<file path="src/rtl/deser_queue_ctrl_pkg.sv">
// Shared types and constants for the deserializer byte queue controller.
package deser_queue_ctrl_pkg;

  localparam int BYTE_W = 8;

  // Capture-side handshake sequencer states.
  typedef enum logic [1:0] {
    WAIT_DATA = 2'd0,
    ACK       = 2'd1,
    WAIT_CLR  = 2'd2
  } qctrl_state_t;

endpackage

</file>
<file path="src/rtl/deser_queue_ctrl_if.sv">
// Bundle of the deserializer handshake and the consumer pop interface.
//
// Handshake semantics:
//   Capture side: deser_ready is a level "byte complete" flag. The controller
//   takes the byte in deser_data on the edge where deser_ready is high and the
//   queue is not full, and answers with a single-cycle deser_ack. The
//   deserializer must hold deser_ready/deser_data until it sees deser_ack, then
//   drop deser_ready. A withheld ack is the back-pressure.
//   Drain side: data_valid high means data_out holds the head byte; deq_in high
//   on an edge where data_valid is high pops it. deq_in without data_valid is
//   ignored.
interface deser_queue_ctrl_if #(
  parameter int DEPTH = 8
);
  import deser_queue_ctrl_pkg::*;

  localparam int LW = $clog2(DEPTH) + 1;

  logic [BYTE_W-1:0] deser_data;
  logic              deser_ready;
  logic              deser_ack;
  logic              deq_in;
  logic [BYTE_W-1:0] data_out;
  logic              data_valid;
  logic [LW-1:0]     level_out;
  logic              full;
  logic              err_out;
  qctrl_state_t      state_dbg;

  // Queue controller side.
  modport slave (
    input  deser_data, deser_ready, deq_in,
    output deser_ack, data_out, data_valid, level_out, full, err_out, state_dbg
  );

  // Environment side: deserializer plus consumer.
  modport master (
    output deser_data, deser_ready, deq_in,
    input  deser_ack, data_out, data_valid, level_out, full, err_out, state_dbg
  );

endinterface

</file>
<file path="src/rtl/deser_queue_ctrl_byte_fifo.sv">
// Byte FIFO with occupancy counter. Callers gate push by full and pop by empty.
module deser_queue_ctrl_byte_fifo
  import deser_queue_ctrl_pkg::*;
#(
  parameter int DEPTH = 8
) (
  input  logic              clock_100,
  input  logic              reset,
  input  logic              push_i,
  input  logic              pop_i,
  input  logic [BYTE_W-1:0] din_i,
  output logic [BYTE_W-1:0] dout_o,
  output logic [$clog2(DEPTH):0] level_o,
  output logic              full_o,
  output logic              empty_o
);

  localparam int PW = $clog2(DEPTH);
  localparam int LW = PW + 1;

  logic [BYTE_W-1:0] mem_q [DEPTH];
  logic [PW-1:0]     wr_ptr_q, wr_ptr_d;
  logic [PW-1:0]     rd_ptr_q, rd_ptr_d;
  logic [LW-1:0]     level_q, level_d;

  // Storage is deliberately not reset; empty forces the output to zero.
  always_ff @(posedge clock_100) begin
    if (push_i) mem_q[wr_ptr_q] <= din_i;
  end

  // Next pointer and occupancy; pointers wrap naturally at DEPTH.
  always_comb begin
    wr_ptr_d = wr_ptr_q;
    rd_ptr_d = rd_ptr_q;
    level_d  = level_q;
    if (push_i) wr_ptr_d = wr_ptr_q + PW'(1);
    if (pop_i)  rd_ptr_d = rd_ptr_q + PW'(1);
    case ({push_i, pop_i})
      2'b10:   level_d = level_q + LW'(1);
      2'b01:   level_d = level_q - LW'(1);
      default: level_d = level_q;
    endcase
  end

  // Pointer and occupancy registers.
  always_ff @(posedge clock_100 or posedge reset) begin
    if (reset) begin
      wr_ptr_q <= '0;
      rd_ptr_q <= '0;
      level_q  <= '0;
    end else begin
      wr_ptr_q <= wr_ptr_d;
      rd_ptr_q <= rd_ptr_d;
      level_q  <= level_d;
    end
  end

  assign empty_o = (level_q == '0);
  assign full_o  = (level_q == LW'(DEPTH));
  assign level_o = level_q;
  assign dout_o  = empty_o ? '0 : mem_q[rd_ptr_q];

endmodule

</file>
<file path="src/rtl/deser_queue_ctrl.sv">
// Sequences the deserializer ready/ack handshake and queues captured bytes.
module deser_queue_ctrl
  import deser_queue_ctrl_pkg::*;
#(
  parameter int DEPTH       = 8,
  parameter int CLR_TIMEOUT = 15
) (
  input  logic              clock_100,
  input  logic              reset,
  deser_queue_ctrl_if.slave bus
);

  localparam int CW = $clog2(CLR_TIMEOUT + 1);

  qctrl_state_t      state_q, state_d;
  logic              ack_q, ack_d;
  logic              err_q, err_d;
  logic [CW-1:0]     cnt_q, cnt_d;
  logic              push, pop;
  logic              fifo_full, fifo_empty;
  logic [BYTE_W-1:0] fifo_dout;
  logic [$clog2(DEPTH):0] fifo_level;

  // Capture FSM: take a byte when there is room, pulse ack once, then wait
  // for ready to fall, flagging a stuck-high ready after CLR_TIMEOUT cycles.
  always_comb begin
    state_d = state_q;
    ack_d   = 1'b0;
    cnt_d   = cnt_q;
    err_d   = err_q;
    push    = 1'b0;
    case (state_q)
      WAIT_DATA: begin
        if (bus.deser_ready && !fifo_full) begin
          push    = 1'b1;
          ack_d   = 1'b1;
          state_d = ACK;
        end
      end
      ACK: begin
        cnt_d   = '0;
        state_d = WAIT_CLR;
      end
      WAIT_CLR: begin
        if (!bus.deser_ready) begin
          state_d = WAIT_DATA;
        end else begin
          cnt_d = cnt_q + CW'(1);
          if (cnt_q + CW'(1) == CW'(CLR_TIMEOUT)) begin
            err_d   = 1'b1;
            state_d = WAIT_DATA;
          end
        end
      end
      default: state_d = WAIT_DATA;
    endcase
  end

  // FSM, ack, timeout counter and sticky error registers.
  always_ff @(posedge clock_100 or posedge reset) begin
    if (reset) begin
      state_q <= WAIT_DATA;
      ack_q   <= 1'b0;
      cnt_q   <= '0;
      err_q   <= 1'b0;
    end else begin
      state_q <= state_d;
      ack_q   <= ack_d;
      cnt_q   <= cnt_d;
      err_q   <= err_d;
    end
  end

  assign pop = bus.deq_in && !fifo_empty;

  deser_queue_ctrl_byte_fifo #(.DEPTH(DEPTH)) u_fifo (
    .clock_100 (clock_100),
    .reset     (reset),
    .push_i    (push),
    .pop_i     (pop),
    .din_i     (bus.deser_data),
    .dout_o    (fifo_dout),
    .level_o   (fifo_level),
    .full_o    (fifo_full),
    .empty_o   (fifo_empty)
  );

  assign bus.deser_ack  = ack_q;
  assign bus.data_out   = fifo_dout;
  assign bus.data_valid = !fifo_empty;
  assign bus.level_out  = fifo_level;
  assign bus.full       = fifo_full;
  assign bus.err_out    = err_q;
  assign bus.state_dbg  = state_q;

endmodule

</file>
<file path="src/flat_wrapper.sv">
// flat-port wrapper written by rule: the top's interface ports become plain ports
module deser_queue_ctrl_flat import deser_queue_ctrl_pkg::*;
#(
  parameter int DEPTH       = 8,
  parameter int CLR_TIMEOUT = 15
)
  (clock_100, reset, bus_deser_data, bus_deser_ready, bus_deq_in, bus_deser_ack, bus_data_out, bus_data_valid, bus_level_out, bus_full, bus_err_out, bus_state_dbg);
  deser_queue_ctrl_if #(.DEPTH(DEPTH)) bus_i ();
  input  logic clock_100;
  input  logic reset;
  input wire logic [$bits(bus_i.deser_data)-1:0] bus_deser_data;
  input wire logic [$bits(bus_i.deser_ready)-1:0] bus_deser_ready;
  input wire logic [$bits(bus_i.deq_in)-1:0] bus_deq_in;
  output wire logic [$bits(bus_i.deser_ack)-1:0] bus_deser_ack;
  output wire logic [$bits(bus_i.data_out)-1:0] bus_data_out;
  output wire logic [$bits(bus_i.data_valid)-1:0] bus_data_valid;
  output wire logic [$bits(bus_i.level_out)-1:0] bus_level_out;
  output wire logic [$bits(bus_i.full)-1:0] bus_full;
  output wire logic [$bits(bus_i.err_out)-1:0] bus_err_out;
  output wire logic [$bits(bus_i.state_dbg)-1:0] bus_state_dbg;
  assign bus_i.deser_data = bus_deser_data;
  assign bus_i.deser_ready = bus_deser_ready;
  assign bus_i.deq_in = bus_deq_in;
  assign bus_deser_ack = bus_i.deser_ack;
  assign bus_data_out = bus_i.data_out;
  assign bus_data_valid = bus_i.data_valid;
  assign bus_level_out = bus_i.level_out;
  assign bus_full = bus_i.full;
  assign bus_err_out = bus_i.err_out;
  assign bus_state_dbg = bus_i.state_dbg;
  deser_queue_ctrl #(.DEPTH(DEPTH), .CLR_TIMEOUT(CLR_TIMEOUT)) u_core (.clock_100(clock_100), .reset(reset), .bus(bus_i));
endmodule
</file>
<file path="config.mk">
export PLATFORM = sky130hd
export DESIGN_NAME = deser_queue_ctrl_flat
export DESIGN_NICKNAME = d
export VERILOG_FILES = /design/src/rtl/deser_queue_ctrl_pkg.sv /design/src/rtl/deser_queue_ctrl_if.sv /design/src/rtl/deser_queue_ctrl_byte_fifo.sv /design/src/rtl/deser_queue_ctrl.sv /design/src/flat_wrapper.sv
export SDC_FILE = /design/constraint.sdc
export NUM_CORES = 1
export LEC_CHECK = 0
export BUFFER_PORTS_ARGS = -buffer_cell sky130_fd_sc_hd__buf_2
export CORE_MARGIN = 4
export CORE_UTILIZATION = 32
export CTS_CLUSTER_DIAMETER = 30
export DETAILED_ROUTE_END_ITERATION = 8
export PLACE_DENSITY = 0.47
export SLEW_MARGIN = 20
export SYNTH_ARGS = -nofsm -noshare
export SYNTH_HDL_FRONTEND = slang
export SYNTH_HIERARCHICAL = 1
export SYNTH_SLANG_ARGS = --single-unit
</file>
<file path="constraint.sdc">
create_clock -name clock_100 -period 3.21 [get_ports clock_100]
set_clock_uncertainty 0.2 [all_clocks]
set_input_delay 0.1605 -clock clock_100 [delete_from_list [all_inputs] [get_ports clock_100]]
set_output_delay 0.1605 -clock clock_100 [all_outputs]
set_load 0.01 [all_outputs]
</file>
**After elaboration in Yosys (flattened, before gate mapping)**

Memory sizes are Yosys's and may differ from the RTL's.
Index checks and enable logic that the tools add are counted.

- Register bits: 18
- RAM bits: 64
- Input port bits: 12
- Output and inout port bits: 18
- Logic and storage cells: 45
- Memories: 1

- Add/subtract/negate cells: 5
- Equality and inequality tests: 9
- Mux-type cells: 12
- Reduce and logical (&&, ||, !) cells: 11

Memory list:

| memory | words | bits a word | rd ports | clocked after Yosys merged registers in | wr ports | line | text |
|---|---|---|---|---|---|---|---|
| u_core.u_fifo.mem_q | 8 | 8 | 1 | 0 | 1 | deser_queue_ctrl_byte_fifo.sv:21 | `logic [BYTE_W-1:0] mem_q [DEPTH];` |

Operator list:

| operator | number |
|---|---|
| 4-bit one-hot mux with 2 select lines | 2 |
| 4-bit by 1-bit adder with 4-bit output (second input constant) | 2 |
| 4-bit == test (second input constant) | 2 |
| 8-bit two-way mux | 1 |
| 3-bit by 1-bit adder with 3-bit output (second input constant) | 2 |
| 2-bit two-way mux | 3 |
| 2-bit one-hot mux with 3 select lines | 1 |
| 2-bit by 1-bit == test with 1-bit output (second input constant) | 2 |
| 2-bit == test (second input constant) | 2 |
| 4-bit zero test | 1 |
| 1-bit two-way mux | 4 |
| 4-bit two-way mux | 1 |
| 2-bit AND reduction | 2 |
| 2-bit nonzero test | 2 |
| 4-bit by 1-bit subtractor with 4-bit output (second input constant) | 1 |
| 3-bit by 2-bit inequality test with 1-bit output (second input constant) | 1 |
| 3-bit AND reduction | 1 |
| 1-bit logical AND | 2 |
| 1-bit zero test | 2 |
| 2-bit zero test | 1 |
| 2-bit by 1-bit inequality test with 1-bit output (second input constant) | 1 |
| 2-bit inequality test (second input constant) | 1 |

**Logic depth before layout (Yosys ltp)**

- Depth in word-level cells: 7
- Depth in mapped cells: 10
- Depth with buffers taken out: 9

**Modules after synthesis**

Netlist, hierarchy kept.

By module, submodules not included:

| module | instances | cells an instance | area each (um^2) | sequential area each (um^2) |
|---|---|---|---|---|
| deser_queue_ctrl_byte_fifo | 1 | 156 | 3067.9 | 2172.1 |
| deser_queue_ctrl | 1 | 50 | 467.9 | 200.2 |

**Least setup slack after synthesis**

Ideal clock, no wire load.

- Kind: register -> register
- From: register u_core.u_fifo.level_q[1] (netlist: u_core/u_fifo/level_o[1])
- To: register u_core.u_fifo.level_q[3] (netlist: u_core/u_fifo/level_o[3])
- Library setup time: 90 ps
- Arrival: 2689 ps
- Required time: 2920 ps
- Slack: 230 ps
- Cell stages (with the launch flop): 10
- Path buffers: 2
- Clock period less this slack: 2980 ps
- Cells stage by stage: dfrtp_1 buf_6 nor4b_1 nor3_1 inv_1 ha_1 clkbuf_1 or4b_1 a21o_1 o221ai_1

- Longest elaborated chain between the ends: 7
- Elaborated cells on any way between the ends: 14
- Classes of those cells: add/sub (2); eq/ne (3); mux (3); reduce/logical (6)

RTL lines:

| item | line | text |
|---|---|---|
| from (decl) | deser_queue_ctrl_byte_fifo.sv:24 | `logic [LW-1:0] level_q, level_d;` |
| from (signal assigned) | deser_queue_ctrl_byte_fifo.sv:54 | `level_q <= level_d;` |
| 4-bit == test (*) | deser_queue_ctrl_byte_fifo.sv:59 | `assign full_o = (level_q == LW'(DEPTH));` |
| net bus_full | flat_wrapper.sv:18 | `output wire logic [$bits(bus_i.full)-1:0] bus_full;` |
| 1-bit zero test (*) | deser_queue_ctrl.sv:34 | `if (bus.deser_ready && !fifo_full) begin` |
| 1-bit logical AND (*) | deser_queue_ctrl.sv:34 |  |
| 1-bit two-way mux (*) (2 in series) | n/a |  |
| net u_core.ack_d | deser_queue_ctrl.sv:16 | `logic ack_q, ack_d;` |
| 2-bit by 1-bit == test with 1-bit output / 2-bit == test (equally long branches) | deser_queue_ctrl_byte_fifo.sv:38 | `case ({push_i, pop_i})` |
| 4-bit one-hot mux with 2 select lines / 2-bit nonzero test (equally long branches) | n/a |  |

The timed path passes the listed nets; every way through them passes the cells marked *.
A chain may end at the register's enable or synchronous reset.

**Worst setup path after layout**

- From: register u_core.u_fifo.level_q[0] (netlist: u_core/u_fifo/level_o[0])
- To: register u_core.u_fifo.level_q[3] (netlist: u_core/u_fifo/level_o[3])

- Longest elaborated chain between the ends: 7
- Elaborated cells on any way between the ends: 14
- Classes of those cells: add/sub (2); eq/ne (3); mux (3); reduce/logical (6)

RTL lines:

| item | line |
|---|---|
| 4-bit == test (*) | deser_queue_ctrl_byte_fifo.sv:59 |
| 1-bit zero test (*) | deser_queue_ctrl.sv:34 |
| 1-bit logical AND (*) | deser_queue_ctrl.sv:34 |
| 1-bit two-way mux (*) (2 in series) | n/a |
| net u_core.ack_d | deser_queue_ctrl.sv:16 |
| 2-bit by 1-bit == test with 1-bit output / 2-bit == test (equally long branches) | deser_queue_ctrl_byte_fifo.sv:38 |
| 4-bit one-hot mux with 2 select lines / 2-bit nonzero test (equally long branches) | n/a |

Marks and branches as above.

==> metrics.txt <==
status=finished clean; Setup TNS=0 ns; Post-CTS Setup Inserts=0; syn avg cell area=17.2 um^2; count leader, synth=edfxtp_1; CTS resizes=0; max_cap viols=0; Yosys cell types=46; GRT Residual Overflow=0; CP Launch Type=flop; Final GP Congestion=approximately 0.76; maximum VDD drop=0.000255 V; Cell Int Power=~0.0024 W; worst path cell trace=nor4b_1, nor3_1, inv_1, ha_1, or3b_4, a2111oi_2, o221ai_1; largest net degree at the start of global routing=19; worst hold path type=input port to flop; DRT Pass-1 Iters=5; DR WL/cell=~17 um; H-tree depth=3; final setup violation count=0; Crit path max-delay family=simple AND/OR/NAND/NOR gates; sw frac=0.329; WP data arrival=2.71 ns; Clock Power Share=0.230; Setup CP Type=flop to flop; total number of vias=between 1500 and 2000; register area share after synthesis=0.671; fin crit period=between 2 and 3 ns; slowest CP cell=nor4b_1; cts bufs inserted=9; CTS max path bufs=2; num ports=30; post-synth top area cell=edfxtp_1; fin util=0.386; warnings from Yosys=6; Post-DRT Antenna Nets=0; Vert. Die Dim=113 um; HPWL Detailed=approximately 4400 um; Combinational Power Share=0.334; worst path bufs/invs=1; final net count=278; Rel. slew slack=0.448; period utilisation layout=0.838; Worst-Margin Slew=a little over 0.8 ns; Pwr Density=843 nW/um^2; synthesized netlist cell count=slightly above 200; root buffer cell=clkbuf_8; clk_lat worst skew=between 0.3 and 0.4 ns; commonest cells in the netlist=64 x edfxtp_1, 18 x dfrtp_1, 9 x mux4_2, 9 x nor2_1, 8 x a22o_1; DIE WIDTH=~110 um; RSZ-0062 raised after global routing=false; global-route wire length before repair=roughly 11000 um; core footprint=about 11000 um^2; synthesis-to-finish area growth=18.3%; fin. max-slew vios=0; Vias per Instance=between 4 and 5; post-synth net total=between 200 and 250; Buffers on Ports=29; layout cells sized above 1=0.277; WP data required=3.23 ns; main flop type after synthesis=edfxtp_1; Seq cells post-synth=82; drt drc=0; number of diodes=0; Max Freq=~370 MHz; post-synthesis async set-or-reset flop share=0.220; initial antenna violation count=0; CTS tree=done; row count=38; P_leak=~1.5 nW; CTS Hold Bufs=10; DR iter-0 viols=80; Cell Area, Synth=about 3500 um^2; EDFF count, synth=64; register clock-pin slew on the reported worst setup and hold paths=~0.080 ns; Setup crit end kind=flop; post-detailed-routing wire length=around 6800 um; DIE AREA=~13000 um^2; top area cells in the synthesized netlist=edfxtp_1 54%, dfrtp_1 13%, mux4_2 5.7%; number of global-route vias before repair=1987; final hold violations=0; CP max FO=8; GR Util All Layers=0.117; Sw Pwr=approximately 0.0012 W; Initial Utilization=0.326; CP peak stage delay=approximately 0.5 ns; post-synth top area share=0.544; CTS sink count=82; sequential power share=0.437
-- power by group through the flow --
stage	Combinational, W	Clock (W)	Sequential, W
floorplan	0.000929	0	0.00148
global placement	0.00119	0	0.00156
detailed placement	0.00120	0	0.00157
CTS	0.00121	0.000843	0.00154
global route	0.00130	0.000890	0.00158
finish	0.00118	0.000809	0.00154
-- worst reg2reg max path, cell delays in order (launching register included) --
cell	delay, ns
dfrtp_1	0.48
nor4b_1	0.51
nor3_1	0.12
inv_1	0.10
ha_1	0.26
or3b_4	0.42
a2111oi_2	0.29
o221ai_1	0.16
-- final timing paths --
kind                       cells after the start                               endpoint                                  start  slack [ns]
setup / recovery                               7   u_core/u_fifo/level_o[3]$_DFFE_PP0P_   u_core/u_fifo/level_o[0]$_DFFE_PP0P_        0.52
max in group asynchronous                      3  u_core/u_fifo/rd_ptr_q[0]$_DFFE_PP0P_                                  reset        2.35
setup reg to reg                               7   u_core/u_fifo/level_o[3]$_DFFE_PP0P_   u_core/u_fifo/level_o[0]$_DFFE_PP0P_        0.52
hold / removal                                 4  u_core/u_fifo/rd_ptr_q[2]$_DFFE_PP0P_                             bus_deq_in        0.09
hold reg to reg                                1  u_core/u_fifo/rd_ptr_q[2]$_DFFE_PP0P_  u_core/u_fifo/rd_ptr_q[2]$_DFFE_PP0P_        0.29
min in group asynchronous                      3    u_core/bus.state_dbg[0]$_DFFE_PP0P_                                  reset        0.11
-- placed cells by master (no fill, tap or decap), types with 4 or more instances in the layout --
cell type      netlist  final
edfxtp_1            64     64
buf_2                2     29
dfrtp_1             18     18
buf_4                0     11
dlygate4sd3_1        0     10
clkbuf_8             0      9
nor2_1               9      9
mux4_2               9      9
a22o_1               8      8
inv_1                7      7
ha_1                 7      7
mux4_1               7      7
nor3_1               6      6
a21oi_1              6      6
nand2_1              6      6
o21ai_1              5      5
nor2b_1              4      4
nand2b_1             4      4
xnor2_1              4      4
-- through the flow --
stage               hold slack [ns]  instance area, um^2  setup WS, ns  power (W)  instances
floorplan                    -0.224                 3540         0.230    0.00240        206
global placement            -0.0602                 3870         0.561    0.00276        378
detailed placement          -0.0576                 3870         0.522    0.00277        378
CTS                          0.0702                 4180         0.523    0.00360        404
global route                 0.0906                 4180         0.329    0.00377        404
finish                       0.0854                 4180         0.520    0.00353        404
-- cells by family (layout without fill, tap and decap cells) --
kind of cell / Yosys count / after routing / share of synthesized area
xor gates and xnor gates: 7 / 7 / 0.0173
muxes: 20 / 20 / 0.122
AOI/OAI and AO/OA: 29 / 29 / 0.0609
adders and majority gates: 7 / 7 / 0.0248
buffers and inverters: 16 / 74 / 0.0301
and+or+nand+nor: 45 / 45 / 0.0743
DFF: 82 / 82 / 0.671
-- routing by layer --
layer / routed length, um / track usage
met5: 0 / 0
met4: 87 / 0.0505
met3: 172 / 0.0321
met2: 3350 / 0.186
met1: 3170 / 0.152
-- sequential cells by signal, summed over array words and instances (netlist names) --
register                cells
u_core/u_fifo/level_o       4
u_core/bus.err_out          1
u_core/bus.state_dbg        2
u_core/cnt_q                4
u_core/u_fifo/rd_ptr_q      3
u_core/bus.deser_ack        1
u_core/u_fifo/mem_q        64
u_core/u_fifo/wr_ptr_q      3
-- final cells by class --
cell class	instances	area, um^2
Fill cell	1024	6660
Sequential cell	82	2370
Multi-Input combinational cell	108	1060
Timing Repair Buffer	50	328
Tap cell	140	175
Clock buffer	10	128
Clock inverter	6	88.8
Inverter	8	35.0
No activity file was read; power rests on OpenSTA's default activity.
